--- src/rtl/score_tally.sv ---
// ---------------------------------------------------------------------------
// score_tally
//
// Per-frame scorekeeper for the note chart. It watches the score/finish
// levels of every dropper, turns their rising edges into hit and miss
// events, and keeps score, combo, max combo and hit/miss totals. It also
// runs the IDLE/PLAY/OVER game flow.
//
// Ports
//   frame_clk  in   frame clock; one update per rising edge
//   Reset      in   synchronous, active-high reset
//   keycode    in   [7:0] USB keycode: 8'h2c starts a game, 8'h01 returns to idle
//   hit_lvl    in   [N_LANES-1:0] dropper score levels (held 1 after a hit)
//   done_lvl   in   [N_LANES-1:0] dropper finish levels (held 1 once resolved)
//   score      out  [13:0] binary score, saturating at SCORE_MAX
//   score_bcd  out  [15:0] 4-digit BCD of score (combinational from the register)
//   combo      out  [9:0]  current consecutive-hit count, saturates at 1023
//   max_combo  out  [9:0]  highest combo this game
//   hits       out  [6:0]  total hits this game
//   misses     out  [6:0]  total misses this game
//   playing    out  high while in PLAY
//   game_over  out  high while in OVER
//   dbg_state  out  [1:0] current FSM state (0 IDLE, 1 PLAY, 2 OVER)
// ---------------------------------------------------------------------------
module score_tally #(
  parameter int N_LANES          = 64,
  parameter int POINTS           = 10,
  parameter int COMBO_BONUS_STEP = 10,
  parameter int SCORE_MAX        = 9999
) (
  input  logic               frame_clk,
  input  logic               Reset,
  input  logic [7:0]         keycode,
  input  logic [N_LANES-1:0] hit_lvl,
  input  logic [N_LANES-1:0] done_lvl,
  output logic [13:0]        score,
  output logic [15:0]        score_bcd,
  output logic [9:0]         combo,
  output logic [9:0]         max_combo,
  output logic [6:0]         hits,
  output logic [6:0]         misses,
  output logic               playing,
  output logic               game_over,
  output logic [1:0]         dbg_state
);

  localparam logic [7:0] KEY_START = 8'h2c;
  localparam logic [7:0] KEY_IDLE  = 8'h01;
  localparam logic [7:0] LANES8    = 8'(N_LANES);

  typedef enum logic [1:0] {
    S_IDLE = 2'd0,
    S_PLAY = 2'd1,
    S_OVER = 2'd2
  } state_t;

  state_t state_q, state_d;

  logic [N_LANES-1:0] prev_hit_q, prev_done_q;
  logic [13:0] score_q, score_d;
  logic [9:0]  combo_q, combo_d;
  logic [9:0]  max_combo_q, max_combo_d;
  logic [6:0]  hits_q, hits_d;
  logic [6:0]  misses_q, misses_d;
  logic        playing_q, playing_d;
  logic        game_over_q, game_over_d;

  // ---------------- edge detection ----------------
  logic [N_LANES-1:0] rise_hit, rise_done, miss_vec;
  logic [6:0]         nh, nm;

  assign rise_hit  = hit_lvl & ~prev_hit_q;
  assign rise_done = done_lvl & ~prev_done_q;
  // A done rise only counts as a miss if the lane was never hit: a lane whose
  // hit and done rise together, or whose done follows an earlier hit, is
  // masked by its (held) hit level.
  assign miss_vec  = rise_done & ~hit_lvl;

  always_comb begin
    nh = 7'd0;
    nm = 7'd0;
    for (int i = 0; i < N_LANES; i++) begin
      nh = nh + {6'd0, rise_hit[i]};
      nm = nm + {6'd0, miss_vec[i]};
    end
  end

  // ---------------- per-frame update values ----------------
  logic [31:0] bonus_steps, per_hit, score_add, score_sum;
  logic [13:0] score_upd;
  logic [10:0] combo_sum;
  logic [9:0]  combo_upd, max_combo_upd;
  logic [6:0]  hits_upd, misses_upd;
  logic [7:0]  resolved;
  logic        all_resolved;

  // The bonus uses the combo as it stood before this frame's hits.
  assign bonus_steps = {22'd0, combo_q} / 32'(COMBO_BONUS_STEP);
  assign per_hit     = 32'(POINTS) + 32'(POINTS) * bonus_steps;
  assign score_add   = {25'd0, nh} * per_hit;
  assign score_sum   = {18'd0, score_q} + score_add;
  assign score_upd   = (score_sum > 32'(SCORE_MAX)) ? 14'(SCORE_MAX) : score_sum[13:0];

  assign combo_sum = {1'b0, combo_q} + {4'd0, nh};
  // Any miss in the frame breaks the combo, even if hits landed alongside it.
  assign combo_upd = (nm != 7'd0)          ? 10'd0    :
                     (combo_sum > 11'd1023) ? 10'd1023 : combo_sum[9:0];
  assign max_combo_upd = (combo_upd > max_combo_q) ? combo_upd : max_combo_q;

  assign hits_upd     = hits_q + nh;
  assign misses_upd   = misses_q + nm;
  assign resolved     = {1'b0, hits_upd} + {1'b0, misses_upd};
  assign all_resolved = (resolved >= LANES8);

  // ---------------- FSM: state register ----------------
  always_ff @(posedge frame_clk) begin
    if (Reset) begin
      state_q <= S_IDLE;
    end else begin
      state_q <= state_d;
    end
  end

  // ---------------- FSM: next state ----------------
  // In PLAY the frame's events always apply; finishing the chart takes
  // priority over an abort key arriving in the same frame.
  always_comb begin
    state_d = state_q;
    unique case (state_q)
      S_IDLE: if (keycode == KEY_START) state_d = S_PLAY;
      S_PLAY: begin
        if (all_resolved)             state_d = S_OVER;
        else if (keycode == KEY_IDLE) state_d = S_IDLE;
      end
      S_OVER: if (keycode == KEY_IDLE) state_d = S_IDLE;
      default: state_d = S_IDLE;
    endcase
  end

  // ---------------- FSM: outputs (registered from next state) ----------------
  always_comb begin
    playing_d   = (state_d == S_PLAY);
    game_over_d = (state_d == S_OVER);
  end

  // ---------------- counter datapath ----------------
  always_comb begin
    score_d     = score_q;
    combo_d     = combo_q;
    max_combo_d = max_combo_q;
    hits_d      = hits_q;
    misses_d    = misses_q;
    if (state_q == S_IDLE && keycode == KEY_START) begin
      score_d     = 14'd0;
      combo_d     = 10'd0;
      max_combo_d = 10'd0;
      hits_d      = 7'd0;
      misses_d    = 7'd0;
    end else if (state_q == S_PLAY) begin
      score_d     = score_upd;
      combo_d     = combo_upd;
      max_combo_d = max_combo_upd;
      hits_d      = hits_upd;
      misses_d    = misses_upd;
    end
  end

  // The previous-level registers track the inputs in every state, so when a
  // game starts they already hold the current levels and stale highs never
  // look like new edges.
  always_ff @(posedge frame_clk) begin
    if (Reset) begin
      prev_hit_q  <= '0;
      prev_done_q <= '0;
      score_q     <= 14'd0;
      combo_q     <= 10'd0;
      max_combo_q <= 10'd0;
      hits_q      <= 7'd0;
      misses_q    <= 7'd0;
      playing_q   <= 1'b0;
      game_over_q <= 1'b0;
    end else begin
      prev_hit_q  <= hit_lvl;
      prev_done_q <= done_lvl;
      score_q     <= score_d;
      combo_q     <= combo_d;
      max_combo_q <= max_combo_d;
      hits_q      <= hits_d;
      misses_q    <= misses_d;
      playing_q   <= playing_d;
      game_over_q <= game_over_d;
    end
  end

  // ---------------- binary to BCD (shift-and-add-3) ----------------
  // score never exceeds 9999, so four digits always hold a valid result.
  logic [15:0] bcd;
  always_comb begin
    bcd = 16'd0;
    for (int i = 13; i >= 0; i--) begin
      for (int d = 0; d < 4; d++) begin
        if (bcd[d*4 +: 4] >= 4'd5) bcd[d*4 +: 4] = bcd[d*4 +: 4] + 4'd3;
      end
      bcd = {bcd[14:0], score_q[i]};
    end
  end

  assign score     = score_q;
  assign score_bcd = bcd;
  assign combo     = combo_q;
  assign max_combo = max_combo_q;
  assign hits      = hits_q;
  assign misses    = misses_q;
  assign playing   = playing_q;
  assign game_over = game_over_q;
  assign dbg_state = state_q;

endmodule
--- config.mk ---
export PLATFORM = sky130hd
export DESIGN_NAME = score_tally
export DESIGN_NICKNAME = d
export VERILOG_FILES = /design/src/rtl/score_tally.sv
export SDC_FILE = /design/constraint.sdc
export NUM_CORES = 1
export LEC_CHECK = 0
export CORE_UTILIZATION = 63
export DETAILED_ROUTE_END_ITERATION = 6
export PLACE_DENSITY = 0.9
export RECOVER_POWER = 100
export SLEW_MARGIN = 20
export SYNTH_ARGS = -nofsm -noshare
export SYNTH_HDL_FRONTEND = slang
export SYNTH_SLANG_ARGS = --single-unit
--- constraint.sdc ---
create_clock -name frame_clk -period 34.3 [get_ports frame_clk]
set_clock_uncertainty 0.1 [all_clocks]
set_input_delay 6.86 -clock frame_clk [delete_from_list [all_inputs] [get_ports frame_clk]]
set_output_delay 6.86 -clock frame_clk [all_outputs]
set_load 0.02 [all_outputs]
; ---- Word-level counts from Yosys, hierarchy flattened
; Cells that the tools add are included.
[word_totals]
ff_bits = 180
wordCells = 251
[classes]
n_addsub = 158
multipliers = 2
div = 1
n_lt_le_gt_ge = 30
eq_ne = 6
n_mux = 33
n_bitwise = 6
reduce_logical = 5
[op_table]
columns = cell, n
row1 = $add 7x1->7, 114
row2 = $and 64x64->64, 3
row3 = $not 64->64, 3
row4 = $mux 4, 24
row5 = $ge 4x3->1 const B, 22
row6 = $add 4x2->4 const B, 21
row7 = $add 14x32->32, 1
row8 = $add 4x32->32 const A, 1
row9 = $div 10x4->32 const B, 1
row10 = $gt 32x14->1 const B, 1
row11 = $mul 3x32->31 const A, 1
row12 = $mul 7x32->32, 1
row13 = $mux 10, 2
row14 = $add 6x1->7, 2
row15 = $add 7x7->7, 2
row16 = $mux 14, 1
row17 = $add 3x2->4 const B, 3
row18 = $add 5x1->6, 2
row19 = $ge 3x3->1 const B, 4
row20 = $add 10x7->11, 1
row21 = $gt 11x10->1 const B, 1
row22 = $add 4x1->5, 2
row23 = $gt 10x10->1, 1
row24 = $add 3x1->4, 2
row25 = 17 further kinds, 25

; ---- Depth between registers and ports, before layout
; Gate-level depths: netlist (run 1).
[logic_depth]
ltp_word = 72
mapped_depth = 62
depth_no_buf = 61

; ---- Worst setup path before layout (run 1)
; OpenSTA, ideal clock, no wires.
[synth_path]
path_kind = register -> output
startpoint = register score_q[12] (netlist: score[12])
endpoint = output port score_bcd[5]
arrival_ns = 11.217
required_ns = 27.340
slack_ns = 16.123
stages_incl_launch_ff = 61
cell_sequence = dfxtp_1 clkbuf_8 inv_1 ha_1 or2_2 a21oi_2 ha_1 or2b_1 o211a_1 o211ai_2 ha_1 nand2b_1 nor2_1 mux2i_1 nand3_1 ha_1 or2b_2 nand3_1 (+25 left out) xor2_1 inv_1 ha_1 nor2b_1 a211oi_1 mux2_2 a211oi_2 xnor2_1 inv_1 ha_1 nand2b_1 a21boi_2 xnor2_1 inv_1 ha_1 nor2b_1 o21ai_2 xor2_1
[synth_between]
elab_chain_cells = 22
word_cells_on_any_way = 54
classes_between = 18 x add/sub / 18 x order compare / 18 x mux
[synth_lines]
columns = item, line
row1 = "start, declared", 60  ; logic [13:0] score_q, score_d;
row2 = "start signal, assigned", 185  ; score_q <= score_d;
row3 = $add 3x2->4 or $ge 3x3->1 (tied branches), 202  ; if (bcd[d*4 +: 4] >= 4'd5) bcd[d*4 +: 4] = bcd[d*4 +: 4] + 4'd3;
row4 = $mux 4 *, 202
row5 = $add 4x2->4 or $ge 4x3->1 (tied branches), 202
row6 = $mux 4, 202
row7 = $ge 4x3->1 or $add 4x2->4 (tied branches), 202
row8 = $mux 4, 202
row9 = "$add 4x2->4, or another cell as far along", 202
row10 = $mux 4, 202
row11 = (+6 left out), n/a
row12 = $add 4x2->4 or $ge 4x3->1 (tied branches), 202
row13 = $mux 4, 202
row14 = $ge 4x3->1 or $add 4x2->4 (tied branches), 202
row15 = $mux 4, 202
row16 = $add 4x2->4 or $ge 4x3->1 (tied branches), 202
row17 = $mux 4, 202
row18 = $add 4x2->4 or $ge 4x3->1 (tied branches), 202
row19 = $mux 4 *, 202
row20 = "end, declared", 37  ; output logic [15:0] score_bcd,
; Every way passes the cells marked *; elsewhere a longest branch is shown, timed or not.

; ---- Final worst setup path (run 1)
; Ends and elaborated chain as after synthesis.

==> metrics, run 1 <==
status finished, violations left; failing checks capacitance limit, slew limit; dpl cell area 20,100 sq um; die area 28,800 sq um; Synth Cell Area 17,700 sq um; I/O pin count 206; Final Hold Fails 0; CTS Sinks 180; Layout Nets 2,676; largest net degree at the start of global routing 111; synthesis-stage register bit count 180; Crit Path Category reg -> out; vias in the first global route 15,500; CTS clk-pin slew, worst paths 80 ps; Layout Utilization 74.6%; Final Cycle Share 60.1%; Max clock buf depth 2; core area 27,800 sq um; clk_lat worst skew 450 ps; cell mode on critical path ha_1; Total Routing Usage GR 32.2%; routability congestion estimate 0.935; Setup Viol. Count Final 0; Design Area, Final 20,700 sq um; CP peak stage delay 690 ps; CTS root buf clkbuf_16; Routed Antenna Nets 0; Post-Syn Instances 2,007; GRT overflow 0; Initial DRC Count 870; Post-synth EDFFs 0; Buf/Inv on CP 8; Initial Utilization 63.9%; HP Class reg -> reg; Post-Syn Area per Cell 8.84 sq um; CP Data Required Time 27,340 ps; Via density 5.76; post-cts resize count 0; die width 170 um; Die Y-Extent 170 um; DRT Pass-1 Iters 5; Crit-path slowest cell dfxtp_1; CTS tree yes; CP delay by family, top simple AND/OR/NAND/NOR gates; initial antenna violation count 2; DR WL/cell 17.7 um; first-pass GRT wire length 74,100 um; CTS Buf Count 17; max_cap viols 1; Synth cell types 108; CP arrival 13,650 ps; Max Slew Vio Count 111; DPL Wire Length 34,600 um; Critical Path End Type output pin; top_reg_cell synth dfxtp_1; postcts setup bufs 0; vias 14,900; Remaining DRCs 0; min cycle time layout 20,610 ps; cts hold-fix bufs 0; H-tree depth 4; Worst Tran Pin Value 4820 ps; Max Fclk 48.5 MHz; ys async rst share 0%; PortBufs 205; maximum fanout along the worst path 14; # rows 61; sequential area share after synthesis 20.3%; RSZ-0062 raised after global routing no; Routed WL 45,800 um; total negative setup slack 0 ps; relative slew slack -222%; CP Launch Type flip-flop; YS warnings 0; P&R area growth vs syn 16.7%; share of layout cells above drive strength 1 5.93%
[placed cells by master, fill, tap and decap left out, types with 7 or more instances in the layout]
| master | count |
|---|---|
| nor2_1 | 149 |
| xnor2_1 | 53 |
| xor2_1 | 22 |
| ha_1 | 172 |
| or3b_2 | 9 |
| nand2b_1 | 59 |
| o21ai_0 | 34 |
| nor2b_1 | 187 |
| nand4_1 | 9 |
| nor3_1 | 28 |
| nor4_1 | 7 |
| o21ai_1 | 11 |
| a21o_1 | 18 |
| clkbuf_16 | 17 |
| a21oi_1 | 109 |
| mux2i_1 | 32 |
| conb_1 | 8 |
| mux2_2 | 9 |
| a211oi_1 | 9 |
| clkdlybuf4s50_1 | 121 |
| o21bai_1 | 25 |
| nand2_1 | 153 |
| nand3_1 | 11 |
| dlygate4sd3_1 | 83 |
| inv_1 | 282 |
| nor3b_1 | 29 |
| and2_1 | 19 |
| dfxtp_1 | 180 |
| fa_1 | 170 |
| o22ai_1 | 9 |
[kinds of logic after synthesis]
group,Yosys count,share of synthesized area (%)
muxes,53,3.47
other,2,0.0423
and+or+nand+nor,705,21.2
AOI/OAI and AO/OA,312,12.3
DFF,180,20.3
adders and majority gates,347,31.6
buffers and inverters,331,7.14
xor gates and xnor gates,77,3.93
[registers in the layout (all words and copies together), names as in the netlist]
register,flops
prev_done_q,64
dbg_state,2
combo,10
score,14
hits,7
playing,1
game_over,1
prev_hit_q,64
max_combo,10
misses,7
[tightest hold or removal path, delay by kind of cell (launching register included)]
kind             cells  cell delay, ps
AO/OA/AOI/OAI        1              50
flip-flops           1             330
AND/OR/NAND/NOR      1              60
[per-layer routing]
layer | share of wire [%] | vias to the layer above | GRT usage [%]
met4 | 4.6 | 0 | 15.5
met2 | 51 | 598 | 57.7
met5 | 0 | - | 0
li1 | - | 6921 | -
met3 | 5.9 | 167 | 5.58
met1 | 39 | 7220 | 37.1
[cell usage after synthesis (9+ instances only)]
master    instances  area (sq um)
xor2_1           22           193
dfxtp_1         180          3600
xnor2_1          52           455
o21ai_0          33           165
a211oi_1          9          67.6
a21o_1           18           135
nand4_1           9          56.3
fa_1            170          3400
or3b_2            9          78.8
nand2b_1         59           369
nor3b_1          29           218
o22ai_1           9          56.3
nor2_1          149           559
inv_1           281          1050
nand3_1          11          55.1
nor2b_1         188          1180
mux2i_1          32           320
clkbuf_1         34           128
ha_1            172          2150
mux2_2            9           101
a21oi_1         109           546
and2_1           19           119
o21bai_1         25           188
nor3_1           28           140
o21ai_1          12          60.1
nand2_1         153           574
[layout make-up]
cell class	count	area (sq um)
flip-flops and latches	180	3600
well taps	378	473
multi-input cells	1502	12900
inverters	286	1080
clock buffers	17	425
diodes	4	10.0
clock inverters	14	161
fillers	1887	7070
repair buffers	209	2070
[per-stage QoR]
step	worst slack (ps)	hold WS, ps	instances
after global placement	15070	374	2555
after floorplan	16120	450	2013
after detailed placement	14500	384	2555
after CTS	13970	399	2586
final	13690	392	2590
after global routing	12460	418	2588
[worst paths after layout]
kind | start | cells past startpoint | endpoint | slack, ps
max | score[12]$_SDFFE_PP0P_ | 60 | score_bcd[5] | 13690
max reg2reg | prev_hit_q[59]$_SDFF_PP0_ | 43 | score[3]$_SDFFE_PP0P_ | 21710
min | misses[3]$_SDFFE_PP0P_ | 2 | misses[3]$_SDFFE_PP0P_ | 390
min reg2reg | misses[3]$_SDFFE_PP0P_ | 2 | misses[3]$_SDFFE_PP0P_ | 390
Power of run 1 is left out: the tool's default activity adds up to more than one toggle a clock period on the data nets, which glitch-free logic cannot reach.
==> inputs of run 2 (changes only) <==
Settings changed: CORE_UTILIZATION 63 to 53, PLACE_DENSITY 0.9 to 0.81.
Clock period 34.3 ns to 17.04 ns, I/O delays scaled along.
==> metrics, run 2 (synthesis results as in run 1) <==
status finished, violations left (unchanged); failing checks capacitance limit, slew limit (unchanged); FILL cells 2,659 (was 1,887); relative slew slack -162% (was -222%); maximum fanout along the worst path 14 (unchanged); Design Area, Final 20,900 sq um (was 20,700 sq um); Die Y-Extent 185 um (was 170 um); total negative setup slack 0 ps (unchanged); die area 34,200 sq um (was 28,800 sq um); Max clock buf depth 2 (unchanged); most frequent cells in the layout 282 x inv_1, 187 x nor2b_1, 179 x dfxtp_1 (was 282 x inv_1, 187 x nor2b_1, 180 x dfxtp_1); CTS Buf Count 17 (unchanged); CP arrival 12,770 ps (was 13,650 ps); vias 14,300 (was 14,900); Via density 5.36 (was 5.76); DPL Wire Length 34,100 um (was 34,600 um); core area 32,700 sq um (was 27,800 sq um); Max Slew Vio Count 136 (was 111); Total Routing Usage GR 25.1% (was 32.2%); HP Class reg -> reg (unchanged); PortBufs 205 (unchanged); clk_lat worst skew 450 ps (about the same); Layout Nets 2,678 (was 2,676); DRT Pass-1 Iters 7 (was 5); dpl cell area 20,200 sq um (was 20,100 sq um); initial antenna violation count 9 (was 2); # rows 66 (was 61); CP peak stage delay 620 ps (was 690 ps); share of layout cells above drive strength 1 6.47% (was 5.93%); die width 185 um (was 170 um); cts hold-fix bufs 0 (unchanged); Crit-path slowest cell clkdlybuf4s50_1 (was dfxtp_1); Critical Path End Type output pin (unchanged); Worst Tran Pin Value 3930 ps (was 4820 ps); P&R area growth vs syn 17.6% (was 16.7%); DR WL/cell 15.9 um (was 17.7 um); Final Hold Fails 0 (unchanged); Initial Utilization 54.3% (was 63.9%); min cycle time layout 16,280 ps; max_cap viols 2 (was 1); routability congestion estimate 0.885 (was 0.935); Max Fclk 61.4 MHz; most common cell after layout, fill and taps aside inv_1 (unchanged); H-tree depth 4 (unchanged); cell mode on critical path ha_1 (unchanged); vias in the first global route 14,500 (was 15,500); CTS root buf clkbuf_16 (unchanged); Layout Utilization 63.8% (was 74.6%); Routed WL 42,400 um (was 45,800 um); Remaining DRCs 0 (unchanged); CTS tree yes (unchanged); GRT overflow 0 (unchanged); CP Launch Type flip-flop (unchanged); CTS clk-pin slew, worst paths 90 ps (was 80 ps); CTS Sinks 180 (unchanged); Initial DRC Count 737 (was 870); Setup Viol. Count Final 0 (unchanged); CP Data Required Time 13,530 ps (was 27,340 ps); Crit Path Category reg -> out (unchanged); largest net degree at the start of global routing 93 (was 111); I/O pin count 206 (unchanged); first-pass GRT wire length 68,900 um (was 74,100 um); Final Cycle Share 95.5%; Routed Antenna Nets 0 (unchanged)
-- run 2: timing repair --
item	CTS	global route
setup endpoints to repair	0	13
buffers inserted	0	2
resized for setup	0	9
-- run 2: worst paths after layout --
check,start,end,slack [ps],cells after the start
worst max-delay path,score[12]$_SDFFE_PP0P_,score_bcd[6],760,61
worst min-delay path,misses[5]$_SDFFE_PP0P_,misses[5]$_SDFFE_PP0P_,400,2
worst max register to register,combo[7]$_SDFFE_PP0P_,score[3]$_SDFFE_PP0P_,4670,46
worst min register to register,misses[5]$_SDFFE_PP0P_,misses[5]$_SDFFE_PP0P_,400,2
-- run 2: cell type report --
class | count | area, sq um | share of cell area [%]
Inverter | 286 | 1080 | 5.16
Sequential cell | 180 | 3610 | 17.3
Tap cell | 442 | 553 | 2.65
Clock inverter | 14 | 168 | 0.803
Timing Repair Buffer | 211 | 2080 | 9.95
Multi-Input combinational cell | 1502 | 12900 | 62.0
Antenna cell | 8 | 20.0 | 0.0959
Clock buffer | 18 | 439 | 2.10
-- run 2: critical path: cells and delay by family (launching register included) --
kind | cells | cell delay (ps)
AO/OA/AOI/OAI | 13 | 2470
XOR/XNOR | 5 | 1000
adder cells (fa/ha/maj) | 11 | 2430
buffers and inverters | 8 | 1300
flip-flops | 1 | 460
multiplexers | 2 | 390
AND/OR/NAND/NOR | 22 | 4250
-- run 2: per-layer routing --
layer | track usage (%) | up-vias | wire (um)
li1 | - | 6928 | -
met1 | 31.1 | 6925 | 18200
met2 | 44.5 | 328 | 21300
met3 | 3.74 | 68 | 1840
met4 | 8.00 | 4 | 952
met5 | 0 | - | 24
-- run 2: through the flow --
stage               worst slack (ps)  std cells  hold slack, ps
global placement                1400       2619             378
CTS                              126       2651             399
detailed placement               614       2619             388
floorplan                       2310       2013             450
global route                   -45.3       2660             419
finish                           761       2661             400
Power of run 2 is left out for the same reason.
==> inputs of run 3 (changes only) <==
Settings changed: CAP_MARGIN set to 15, CTS_CLUSTER_DIAMETER set to 120.
==> results of run 3 <==
Final layout, timing and power as in run 2 (identical DEF).
Power of run 3 is left out for the same reason.
